===== config.mk =====
export PLATFORM = sky130hd
export DESIGN_NAME = stage_fetch_flat
export DESIGN_NICKNAME = d
export VERILOG_FILES = /design/src/rtl/stage_fetch_pkg.sv /design/src/rtl/stage_fetch_if.sv /design/src/rtl/fetch_skid_buf.sv /design/src/rtl/stage_fetch.sv /design/src/flat_wrapper.sv
export SDC_FILE = /design/constraint.sdc
export NUM_CORES = 1
export LEC_CHECK = 0
export BUFFER_PORTS_ARGS = -buffer_cell sky130_fd_sc_hd__buf_2
export CORE_ASPECT_RATIO = 1.5
export CORE_MARGIN = 4
export CORE_UTILIZATION = 56
export CTS_CLUSTER_DIAMETER = 200
export DETAILED_ROUTE_END_ITERATION = 10
export GPL_TIMING_DRIVEN = 0
export PLACE_DENSITY = 0.84
export SLEW_MARGIN = 20
export SYNTH_ARGS = -nofsm -noshare
export SYNTH_HDL_FRONTEND = slang
export SYNTH_HIERARCHICAL = 1
export SYNTH_SLANG_ARGS = --single-unit

===== constraint.sdc =====
create_clock -name clk -period 2.6 [get_ports clk]
set_input_delay 0.13 -clock clk [delete_from_list [all_inputs] [get_ports clk]]
set_output_delay 0.13 -clock clk [all_outputs]
set_load 0.005 [all_outputs]

===== src/rtl/stage_fetch_pkg.sv =====
// Shared types and constants for the instruction fetch stage.
package stage_fetch_pkg;

   localparam int unsigned INSTR_SIZE = 32;
   localparam logic [INSTR_SIZE-1:0] NOP_INSTR = '0;
   localparam int unsigned DEFAULT_PC_STEP = 4;
   localparam logic [INSTR_SIZE-1:0] DEFAULT_RESET_PC = 32'h0000_0000;

   typedef enum logic [2:0] {
      FS_BOOT,
      FS_IDLE,
      FS_WAIT,
      FS_KILL,
      FS_HOLD
   } fetch_state_t;

endpackage


===== src/rtl/stage_fetch_if.sv =====
// Instruction memory request/response bus; master is the fetch stage.
interface stage_fetch_if;
   import stage_fetch_pkg::*;

   logic                  imem_req_o;
   logic [INSTR_SIZE-1:0] imem_addr_o;
   logic                  imem_rvalid_i;
   logic [INSTR_SIZE-1:0] imem_rdata_i;

   modport master (
      output imem_req_o,
      output imem_addr_o,
      input  imem_rvalid_i,
      input  imem_rdata_i
   );

   modport slave (
      input  imem_req_o,
      input  imem_addr_o,
      output imem_rvalid_i,
      output imem_rdata_i
   );

endinterface


===== src/rtl/fetch_skid_buf.sv =====
// One-entry instruction/PC holding buffer; flush wins over load.
module fetch_skid_buf
   import stage_fetch_pkg::*;
(
   input  logic                  clk,
   input  logic                  reset_n,
   input  logic                  load_i,
   input  logic                  flush_i,
   input  logic [INSTR_SIZE-1:0] instr_i,
   input  logic [INSTR_SIZE-1:0] pc_i,
   output logic [INSTR_SIZE-1:0] instr_o,
   output logic [INSTR_SIZE-1:0] pc_o,
   output logic                  full_o
);

   logic [INSTR_SIZE-1:0] instr_q;
   logic [INSTR_SIZE-1:0] pc_q;
   logic                  full_q;

   always_ff @(posedge clk) begin
      if (!reset_n) begin
         instr_q <= NOP_INSTR;
         pc_q    <= '0;
         full_q  <= 1'b0;
      end else if (flush_i) begin
         full_q <= 1'b0;
      end else if (load_i) begin
         instr_q <= instr_i;
         pc_q    <= pc_i;
         full_q  <= 1'b1;
      end
   end

   assign instr_o = instr_q;
   assign pc_o    = pc_q;
   assign full_o  = full_q;

endmodule


===== src/rtl/stage_fetch.sv =====
// Fetch stage: single-outstanding imem requests, stall-stable output register,
// redirect handling and a one-entry skid for responses that land during a stall.
module stage_fetch
   import stage_fetch_pkg::*;
#(
   parameter logic [INSTR_SIZE-1:0] RESET_PC = DEFAULT_RESET_PC,
   parameter int unsigned           PC_STEP  = DEFAULT_PC_STEP
) (
   input  logic                  clk,
   input  logic                  reset_n,
   stage_fetch_if.master         imem,
   input  logic                  stall_i,
   input  logic                  redirect_i,
   input  logic [INSTR_SIZE-1:0] redirect_pc_i,
   output logic [INSTR_SIZE-1:0] pc_o,
   output logic [INSTR_SIZE-1:0] instr_o,
   output logic                  instr_valid_o
);

   fetch_state_t          state_q;
   logic [INSTR_SIZE-1:0] pc_q;
   logic [INSTR_SIZE-1:0] req_pc_q;
   logic [INSTR_SIZE-1:0] out_instr_q;
   logic [INSTR_SIZE-1:0] out_pc_q;
   logic                  out_valid_q;

   logic                  out_drain;
   logic                  out_free;
   logic                  redir_act;
   logic                  skid_load;
   logic                  skid_flush;
   logic                  skid_full;
   logic [INSTR_SIZE-1:0] skid_instr;
   logic [INSTR_SIZE-1:0] skid_pc;

   assign out_drain  = out_valid_q && !stall_i;
   assign out_free   = !out_valid_q || !stall_i;
   assign redir_act  = redirect_i && (state_q != FS_BOOT);
   assign skid_load  = (state_q == FS_WAIT) && imem.imem_rvalid_i && !out_free && !redir_act;
   assign skid_flush = redir_act || ((state_q == FS_HOLD) && out_drain);

   fetch_skid_buf u_skid (
      .clk     (clk),
      .reset_n (reset_n),
      .load_i  (skid_load),
      .flush_i (skid_flush),
      .instr_i (imem.imem_rdata_i),
      .pc_i    (req_pc_q),
      .instr_o (skid_instr),
      .pc_o    (skid_pc),
      .full_o  (skid_full)
   );

   always_ff @(posedge clk) begin
      if (!reset_n) begin
         state_q     <= FS_BOOT;
         pc_q        <= RESET_PC;
         req_pc_q    <= RESET_PC;
         out_instr_q <= NOP_INSTR;
         out_pc_q    <= '0;
         out_valid_q <= 1'b0;
      end else begin
         if (out_drain) out_valid_q <= 1'b0;
         unique case (state_q)
            FS_BOOT: state_q <= FS_IDLE;
            FS_IDLE: begin
               req_pc_q <= pc_q;
               pc_q     <= pc_q + INSTR_SIZE'(PC_STEP);
               state_q  <= FS_WAIT;
            end
            FS_WAIT: begin
               if (imem.imem_rvalid_i && !redir_act) begin
                  if (out_free) begin
                     out_instr_q <= imem.imem_rdata_i;
                     out_pc_q    <= req_pc_q;
                     out_valid_q <= 1'b1;
                     state_q     <= FS_IDLE;
                  end else begin
                     state_q <= FS_HOLD;
                  end
               end
            end
            FS_HOLD: begin
               if (out_drain && skid_full && !redir_act) begin
                  out_instr_q <= skid_instr;
                  out_pc_q    <= skid_pc;
                  out_valid_q <= 1'b1;
                  state_q     <= FS_IDLE;
               end
            end
            FS_KILL: if (imem.imem_rvalid_i) state_q <= FS_IDLE;
            default: state_q <= FS_BOOT;
         endcase
         // Redirect overrides everything above; KILL only if a response is still owed.
         if (redir_act) begin
            out_valid_q <= 1'b0;
            pc_q        <= redirect_pc_i;
            unique case (state_q)
               FS_IDLE:          state_q <= FS_KILL;
               FS_WAIT, FS_KILL: state_q <= imem.imem_rvalid_i ? FS_IDLE : FS_KILL;
               default:          state_q <= FS_IDLE;
            endcase
         end
      end
   end

   assign imem.imem_req_o  = (state_q == FS_IDLE);
   assign imem.imem_addr_o = pc_q;
   assign pc_o             = out_pc_q;
   assign instr_o          = out_instr_q;
   assign instr_valid_o    = out_valid_q;

endmodule

===== src/flat_wrapper.sv =====
// flat-port wrapper written by rule: the top's interface ports become plain ports
module stage_fetch_flat import stage_fetch_pkg::*;
#(
   parameter logic [INSTR_SIZE-1:0] RESET_PC = DEFAULT_RESET_PC,
   parameter int unsigned           PC_STEP  = DEFAULT_PC_STEP
)
  (clk, reset_n, stall_i, redirect_i, redirect_pc_i, pc_o, instr_o, instr_valid_o, imem_imem_req_o, imem_imem_addr_o, imem_imem_rvalid_i, imem_imem_rdata_i);
  stage_fetch_if imem_i ();
  input  logic clk;
  input  logic reset_n;
  input  logic stall_i;
  input  logic redirect_i;
  input  logic [INSTR_SIZE-1:0] redirect_pc_i;
  output logic [INSTR_SIZE-1:0] pc_o;
  output logic [INSTR_SIZE-1:0] instr_o;
  output logic instr_valid_o;
  output wire logic [$bits(imem_i.imem_req_o)-1:0] imem_imem_req_o;
  output wire logic [$bits(imem_i.imem_addr_o)-1:0] imem_imem_addr_o;
  input wire logic [$bits(imem_i.imem_rvalid_i)-1:0] imem_imem_rvalid_i;
  input wire logic [$bits(imem_i.imem_rdata_i)-1:0] imem_imem_rdata_i;
  assign imem_imem_req_o = imem_i.imem_req_o;
  assign imem_imem_addr_o = imem_i.imem_addr_o;
  assign imem_i.imem_rvalid_i = imem_imem_rvalid_i;
  assign imem_i.imem_rdata_i = imem_imem_rdata_i;
  stage_fetch #(.RESET_PC(RESET_PC), .PC_STEP(PC_STEP)) u_core (.clk(clk), .reset_n(reset_n), .imem(imem_i), .stall_i(stall_i), .redirect_i(redirect_i), .redirect_pc_i(redirect_pc_i), .pc_o(pc_o), .instr_o(instr_o), .instr_valid_o(instr_valid_o));
endmodule

==> results.cfg, run 1 <==
[sta]
fmax_ghz = 0.416
finalSetupTns_ns = 0
setup_viol = 0
drv_slew = 0
hold_viol_final = 0
finalClockSkew_ns = 0.0135
setup_slack_ns = 0.193
grt_setup_unrepaired = false
slew-limit-headroom = 0.441
finalCritPeriodShare = 0.926
tightest_slew_ns = 0.839
period_needed_ns = 2.41

[synthesis]
yosys_warnings = 6
avgSynthCellArea_um2 = 8.88
synth_ff_type = dfxtp_1
syn_nets = 1075
synthArstFlopShare = 0
synth-seq-cells = 197
synthTopCellsByArea = dfxtp_1 (44%), mux2i_1 (15%), nand2_1 (9.0%)
yosysSeqAreaShare = 0.442
syn_area_um2 = 8920
netlist_instances = 1005
yosysUniqueCellTypes = 58
synth_largest_area_cell = dfxtp_1
synth_top_area_frac = 0.442
synth-edff-count = 0

[layout]
layout-drive-gt1-share = 0.206
layout_commonest_cell = nand2_1
mostFrequentLayoutCells = nand2_1 (214), buf_2 (204), dfxtp_1 (197), mux2i_1 (131), a21oi_1 (112)
stdcell_count = 1445
nFillCells = 1246
num-nets-final = 1299
area_growth_pct = 23.5
post-route-util = 0.705
antenna_cells = 0

[die]
ios = 167
start_util = 0.571
placementRows = 56
die_w_um = 111
coreArea_um2 = 15600
die_h_um = 163
die-area_um2 = 18100

[critical_path]
ff2ff_path_depth = 7
cp.required_ns = 2.95
reg2reg_from = u_core/state_q[0]
rrSetupSlack_ns = 0.19
path_max_fanout = 18
slowest_delay_ns = 0.58
cp-end-kind = register
path_common_cell = buf_12
critPathSlowestCell = o31a_1
criticalPathCategory = register to register
path_cells = buf_2 -> o31a_1 -> nor3b_1 -> nor2b_4 -> buf_12 -> buf_12 -> mux2i_1
start_kind = register
worstReg2RegEnd = u_core/u_skid/instr_o[15]
arrival_ns = 2.75

[clock_network]
cts_tree = done
cts_sinks = 197
cts.root.buffer_cell = clkbuf_16
path_clk_slew_ns = 0.08
clk_latency_ns = 0.43
cts_max_path_buffers = 2
htreeDepth = 4
cts_setup_buffers = 0
cts-buffers-inserted = 17
cts-resized-gates = 0

[place]
dp_slack_ns = 0.0379
place_congestion = 0.943
dp_hpwl_um = 18000
numPortBuffers = 165
dpl.cell_count = 1373

[global_routing]
grt_pass1_wl_um = 40300
antenna_found_initial = 0
grt_max_degree = 19
first_global_vias = 8152
grt-ovfl-total = 0
track_usage = 0.270

[run_status]
status = completed

[routing]
vias = 8476
drtIter0Drc = 627
antenna_left = 0
viasPerCell = 5.87
first_pass_iters = 5
remaining_drc_errors = 0
wl_per_cell_um = 17.5
detail_route.wirelength_um = 25300

[hold_path]
hp-start = redirect_pc_i[22]
min_path_type = primary input to register
hold_path_depth = 3
min_to = u_core/imem.imem_addr_o[22]

[power_and_ir_drop]
p_leak_nw = 4.02
swShare = 0.268
clock_power_share = 0.404
ir_drop_uv = 399
seqPwrFrac = 0.486
p_comb_frac = 0.110
power.internal_w = 0.00487
power_density_nw_per_um2 = 604
p_switching_w = 0.00178

[run]
cap_viol_max_count = 0
state kept, by name, indices dropped and copies added (netlist names), 3 cells and up:
register and cells:
u_core/pc_o 32, u_core/instr_o 32, u_core/u_skid/pc_o 32, u_core/imem.imem_addr_o 32, u_core/u_skid/instr_o 32, u_core/req_pc_q 32
u_core/state_q 3
metal layers:
| metal | GRT usage | part of all wire |
|---|---|---|
| met5 | 0 | 0 |
| met4 | 0.120 | 0.035 |
| met3 | 0.0480 | 0.057 |
| met2 | 0.494 | 0.52 |
| met1 | 0.307 | 0.39 |
through the flow:
stage,total power [W],hold WS [ns],instance area (um^2)
after floorplan,0.00367,0.244,8920
after global placement,0.00395,0.374,10000
after detailed placement,0.00397,0.380,10000
after CTS,0.00666,0.000313,11000
after global routing,0.00689,0.0100,11000
final,0.00665,0.0117,11000
worst max-delay path: cells and delay by family, from the launching register on:
family | cells | cell delay (ns)
AND/OR/NAND/NOR | 2 | 0.64
AO/OA/AOI/OAI | 1 | 0.58
buffers and inverters | 3 | 0.54
flip-flops | 1 | 0.35
multiplexers | 1 | 0.21
cell families (layout without fill, tap and decap cells):
kind of cell               count (synthesis)  after routing  share of synthesized area
buffers and inverters                    102            339                     0.0644
DFF                                      197            197                      0.442
AOI/OAI and AO/OA                        266            266                      0.186
xor gates and xnor gates                   3              3                    0.00295
and+or+nand+nor                          305            305                      0.156
muxes                                    131            131                      0.147
adders and majority gates                  1              1                    0.00140
cells in the mapped netlist (2+ instances only):
cell type,instances
a22oi_1,5
a21oi_1,112
nand3_1,14
or4_1,10
buf_1,3
xnor2_1,3
buf_6,2
o22ai_1,5
mux2i_1,131
clkbuf_1,37
buf_2,39
and4_1,6
buf_12,7
nand2b_1,2
nor3_1,6
dfxtp_1,197
nand2_1,214
buf_4,3
and3_1,4
nor3b_1,3
and2_1,4
or3_1,4
a31oi_1,14
nor2_1,14
a41o_1,3
inv_1,8
o211ai_1,3
nor4_1,4
a31o_2,2
o21ai_0,25
a311oi_1,3
a211oi_1,71
nand4_1,13
o31ai_1,10
area by class of cell:
cell class	instances	area, um^2	area share
timing repair buffer	207	1250	0.113
sequential	197	3940	0.358
multi-input combinational	706	4410	0.400
tap	203	254	0.0231
clock inverter	14	166	0.0151
buffer	90	528	0.0479
clock buffer	18	429	0.0390
inverter	10	38.8	0.00352
repair_timing:
action	CTS	global route
hold endpoints to repair	42	0
hold buffers	42	0
endpoints found under the setup margin	7	20
cloned	0	0
worst max path at each step:
stage | start | to | slack [ns] | depth (start not counted)
after detailed placement | u_core/state_q[0] | u_core/u_skid/instr_o[15] | 0.04 | 9
after global placement | u_core/state_q[0] | u_core/u_skid/pc_o[26] | 0.06 | 9
final | u_core/state_q[0] | u_core/u_skid/instr_o[15] | 0.19 | 7
after CTS | u_core/state_q[0] | u_core/u_skid/instr_o[15] | 0.12 | 8
after floorplan | u_core/state_q[0] | u_core/u_skid/instr_o[0] | 0.51 | 9
after global routing | u_core/state_q[0] | u_core/u_skid/instr_o[9] | 0.14 | 7
power groups by stage:
| stage | Combinational (W) | Sequential (W) | Clock [W] |
|---|---|---|---|
| 3_5_place_dp | 0.000669 | 0.00330 | 0 |
| 5_1_grt | 0.000801 | 0.00324 | 0.00284 |
| 4_1_cts | 0.000723 | 0.00323 | 0.00271 |
| 6_report | 0.000734 | 0.00323 | 0.00269 |
| 2_1_floorplan | 0.000395 | 0.00328 | 0 |
| 3_3_place_gp | 0.000656 | 0.00329 | 0 |
Power figures use the tool's default switching activity.
==> run 2, diff against run 1 <==
--- a/config.mk
+++ b/config.mk
@@ -8,11 +8,11 @@
 export BUFFER_PORTS_ARGS = -buffer_cell sky130_fd_sc_hd__buf_2
 export CORE_ASPECT_RATIO = 1.5
 export CORE_MARGIN = 4
-export CORE_UTILIZATION = 56
+export CORE_UTILIZATION = 50
 export CTS_CLUSTER_DIAMETER = 200
 export DETAILED_ROUTE_END_ITERATION = 10
 export GPL_TIMING_DRIVEN = 0
-export PLACE_DENSITY = 0.84
+export PLACE_DENSITY = 0.77
 export SLEW_MARGIN = 20
 export SYNTH_ARGS = -nofsm -noshare
 export SYNTH_HDL_FRONTEND = slang
==> results.cfg, run 2 (synthesis gave the netlist of run 1 again) <==
[layout]
mostFrequentLayoutCells = nand2_1 (214), buf_2 (205), dfxtp_1 (197), mux2i_1 (131), a21oi_1 (112)
nFillCells = 1508
multiInputGateArea_um2 = 4410
layout_commonest_cell = nand2_1
num-nets-final = 1301
area_growth_pct = 23.0
post-route-util = 0.630
seq_area_um2 = 3940
layout-drive-gt1-share = 0.207

[routing]
vias = 8260
remaining_drc_errors = 0
drtIter0Drc = 643
antenna_left = 0
first_pass_iters = 5
detail_route.wirelength_um = 24600
wl_per_cell_um = 16.8
viasPerCell = 5.67

[global_routing]
grt_pass1_wl_um = 39000
grt_max_degree = 18
antenna_found_initial = 0
first_global_vias = 7902
track_usage = 0.243
grt-ovfl-total = 0

[sta]
finalCritPeriodShare = 0.952
finalClockSkew_ns = 0.00862
setup_viol = 0
hold_viol_final = 0
grt_setup_unrepaired = false
drv_slew = 0
period_needed_ns = 2.47
finalSetupTns_ns = 0
slew-limit-headroom = 0.230
fmax_ghz = 0.404
tightest_slew_ns = 1.14

[clock_network]
path_clk_slew_ns = 0.07
clk_latency_ns = 0.43
cts_tree = done
cts-buffers-inserted = 17
htreeDepth = 4
cts_sinks = 197
cts_max_path_buffers = 2
cts.root.buffer_cell = clkbuf_16

[critical_path]
cp.required_ns = 2.93
criticalPathCategory = register to register
arrival_ns = 2.81
start_kind = register
path_max_fanout = 10
cp-end-kind = register

[die]
die_w_um = 117
ios = 167
placementRows = 59
die_h_um = 172
start_util = 0.512
coreArea_um2 = 17400
die-area_um2 = 20100

[power_and_ir_drop]
clock_power_share = 0.377
power.internal_w = 0.00465
swShare = 0.269
power_density_nw_per_um2 = 580
ir_drop_uv = 341
seqPwrFrac = 0.508
p_leak_nw = 3.99
total_power_w = 0.00636
p_switching_w = 0.00171
p_comb_frac = 0.115

[hold_path]
min_path_type = primary input to register

[run_status]
status = completed

[place]
dp_hpwl_um = 18000
numPortBuffers = 165
place_congestion = 0.896

[run]
cap_viol_max_count = 0
==> run 2: power by group through the flow <==
stage	Clock, W	Combinational [W]	Sequential [W]
2_1_floorplan	0	0.000395	0.00328
3_3_place_gp	0	0.000663	0.00329
3_5_place_dp	0	0.000672	0.00330
4_1_cts	0.00245	0.000724	0.00323
5_1_grt	0.00260	0.000806	0.00325
6_report	0.00240	0.000731	0.00323
==> run 2: per-layer routing <==
layer	part of all wire	track usage	vias up
met4	0.035	0.103	0
met2	0.50	0.424	305
met3	0.051	0.0426	64
met1	0.41	0.289	3815
met5	0	0	-
li1	-	-	4076
==> run 2: final cells by class <==
class / instances / area share
Antenna cell: 1 / 0.000228
Buffer: 92 / 0.0489
Clock buffer: 18 / 0.0391
Clock inverter: 14 / 0.00946
Inverter: 10 / 0.00353
Multi-Input combinational cell: 706 / 0.402
Sequential cell: 197 / 0.359
Tap cell: 213 / 0.0243
Timing Repair Buffer: 207 / 0.114
==> run 2: repair_timing <==
item / in CTS / in global routing
pin swaps: 0 / 0
buffers inserted: 0 / 0
cloned: 0 / 0
endpoints found under the hold margin: 42 / 0
setup endpoints to repair: 60 / 60
hold buffers: 42 / 0
gates resized for setup: 1 / 2
==> run 2: final timing paths <==
| path | startpoint | endpoint | slack, ns | cells after the start |
|---|---|---|---|---|
| setup / recovery | u_core/state_q[2] | u_core/state_q[2] | 0.13 | 5 |
| hold / removal | redirect_pc_i[22] | u_core/imem.imem_addr_o[22] | 0.02 | 3 |
| hold reg to reg | u_core/u_skid/pc_o[9] | u_core/u_skid/pc_o[9] | 0.46 | 2 |
| setup reg to reg | u_core/state_q[2] | u_core/state_q[2] | 0.13 | 5 |
==> run 2: worst max-delay path, stage by stage (launching register included) <==
cell	delay, ns
dfxtp_1	0.31
buf_6	0.13
o31ai_1	0.94
clkbuf_1	0.55
nand2_1	0.20
a211oi_1	0.24
==> run 2: through the flow <==
stage                     instances  instance area, um^2  setup slack (ns)  hold slack [ns]
final                          1458                11000             0.126           0.0157
after global routing           1457                11000            0.0337           0.0117
after CTS                      1457                11000            0.0176         0.000736
after detailed placement       1383                10000           0.00371            0.384
after global placement         1383                10000            0.0472            0.375
after floorplan                1005                 8920             0.513            0.244
==> run 3, diff against run 2 <==
--- a/config.mk
+++ b/config.mk
@@ -12,7 +12,7 @@
 export CTS_CLUSTER_DIAMETER = 200
 export DETAILED_ROUTE_END_ITERATION = 10
 export GPL_TIMING_DRIVEN = 0
-export PLACE_DENSITY = 0.77
+export PLACE_DENSITY = 0.8
 export SLEW_MARGIN = 20
 export SYNTH_ARGS = -nofsm -noshare
 export SYNTH_HDL_FRONTEND = slang
==> constraint.sdc (replaced) <==
create_clock -name clk -period 2.2 [get_ports clk]
set_input_delay 0.11 -clock clk [delete_from_list [all_inputs] [get_ports clk]]
set_output_delay 0.11 -clock clk [all_outputs]
set_load 0.05 [all_outputs]
==> results.cfg, run 3 (synthesis gave the netlist of run 1 again) <==
[die]
coreArea_um2 = 17400
ios = 167
placementRows = 59
start_util = 0.512
die_w_um = 117
die_h_um = 172
die-area_um2 = 20100

[critical_path]
path_cells = ha_1 -> and4_1 -> buf_2 -> nand4_1 -> or4_1 -> a31oi_1
cp.required_ns = 2.56
start_kind = register
critPathSlowestCell = or4_1
arrival_ns = 2.51
slowest_delay_ns = 0.58
criticalPathCategory = register to register
path_max_fanout = 8
path_buf_inv = 1
cp_top_family = simple AND/OR/NAND/NOR gates
cp-end-kind = register

[sta]
finalClockSkew_ns = 0.00993
fmax_ghz = 0.465
drv_slew = 0
setup_viol = 0
slew-limit-headroom = 0.505
holdWs_ns = 0.00858
hold_viol_final = 0
period_needed_ns = 2.15
finalCritPeriodShare = 0.978
tightest_slew_ns = 0.738

[global_routing]
antenna_found_initial = 0
grt_max_degree = 20
track_usage = 0.243
grt_pass1_wl_um = 39100
first_global_vias = 7860
grt-ovfl-total = 0

[place]
place_congestion = 0.896
dpl_cell_area_um2 = 10000
dp_hpwl_um = 18000
dpl.cell_count = 1383
numPortBuffers = 165

[layout]
stdcell_count = 1472
layout-drive-gt1-share = 0.215
num-nets-final = 1317
seq_area_um2 = 3950
layout_commonest_cell = nand2_1
nFillCells = 1486
mostFrequentLayoutCells = nand2_1 (214), dfxtp_1 (195), buf_2 (194), mux2i_1 (131), a21oi_1 (112)
antenna_cells = 0
area_growth_pct = 25.8
design_area_um2 = 11200
multiInputGateArea_um2 = 4430

[power_and_ir_drop]
p_leak_nw = 4.10
power_density_nw_per_um2 = 711
ir_drop_uv = 471

[clock_network]
htreeDepth = 4
cts_max_path_buffers = 2
cts_tree = done
clk_latency_ns = 0.43
cts-buffers-inserted = 17
cts_sinks = 197
path_clk_slew_ns = 0.07
cts.root.buffer_cell = clkbuf_16

[routing]
first_pass_iters = 5
viasPerCell = 5.65
drtIter0Drc = 618
vias = 8313
wl_per_cell_um = 16.9
detail_route.wirelength_um = 24800
antenna_left = 0
remaining_drc_errors = 0

[run_status]
status = completed

[run]
cap_viol_max_count = 0

[hold_path]
min_path_type = primary input to register
[run 3: changes by cell type in the layout (fill, tap and decap cells not counted), sizes merged]
cell and delta:
bufinv +1, diode -1, clkinvlp -1, inv -2, dlygate4sd3 +12, buf -1, clkbuf +6
[run 3: through the flow]
step                       util  setup WS, ns  TNS [ns]  total power [W]
after detailed placement  0.575        -0.395    -23.27          0.00501
after CTS                 0.638       0.00522         0          0.00800
after global placement    0.575        -0.335    -21.12          0.00499
final                     0.644        0.0476         0          0.00798
after global routing      0.644       -0.0206   -0.0969          0.00828
after floorplan               -        0.0643         0          0.00465
[run 3: where the power goes]
group / internal (W) / switching (W)
sequential: 0.00369 / 0.000137
combinational: 0.000385 / 0.000827
clock: 0.00158 / 0.00136
[run 3: final timing paths]
check,from,endpoint,slack (ns),depth (start not counted)
setup reg to reg,u_core/imem.imem_addr_o[3],u_core/imem.imem_addr_o[28],0.05,6
hold reg to reg,u_core/u_skid/pc_o[20],u_core/u_skid/pc_o[20],0.46,2
setup / recovery,u_core/imem.imem_addr_o[3],u_core/imem.imem_addr_o[28],0.05,6
hold / removal,redirect_pc_i[28],u_core/imem.imem_addr_o[28],0.009,3
[run 3: layout make-up]
type	instances	area share
clock inverters	12	0.00948
clock buffers	19	0.0395
inverters	10	0.00346
flip-flops and latches	197	0.352
well taps	213	0.0237
plain buffers	88	0.0495
multi-input cells	706	0.395
repair buffers	227	0.127
[run 3: worst register-to-register path: stages (launching register included)]
cell     delay, ns
dfxtp_2       0.39
ha_1          0.24
and4_1        0.20
buf_2         0.19
nand4_1       0.31
or4_1         0.58
a31oi_1       0.16
[run 3: repair_timing]
item / CTS / global route
setup endpoints to repair: 135 / 122
setup buffers: 0 / 8
gates resized for setup: 9 / 17
hold endpoints to repair: 54 / 0
pin swaps: 1 / 2
hold buffers: 54 / 0
[run 3: layer usage]
| layer | up-vias | wire [um] | part of all wire | global-route usage |
|---|---|---|---|---|
| met5 | - | 0 | 0 | 0 |
| met4 | 0 | 829 | 0.033 | 0.107 |
| met3 | 58 | 1330 | 0.053 | 0.0391 |
| met2 | 296 | 12600 | 0.51 | 0.422 |
| met1 | 3851 | 10100 | 0.41 | 0.293 |
| li1 | 4108 | - | - | - |
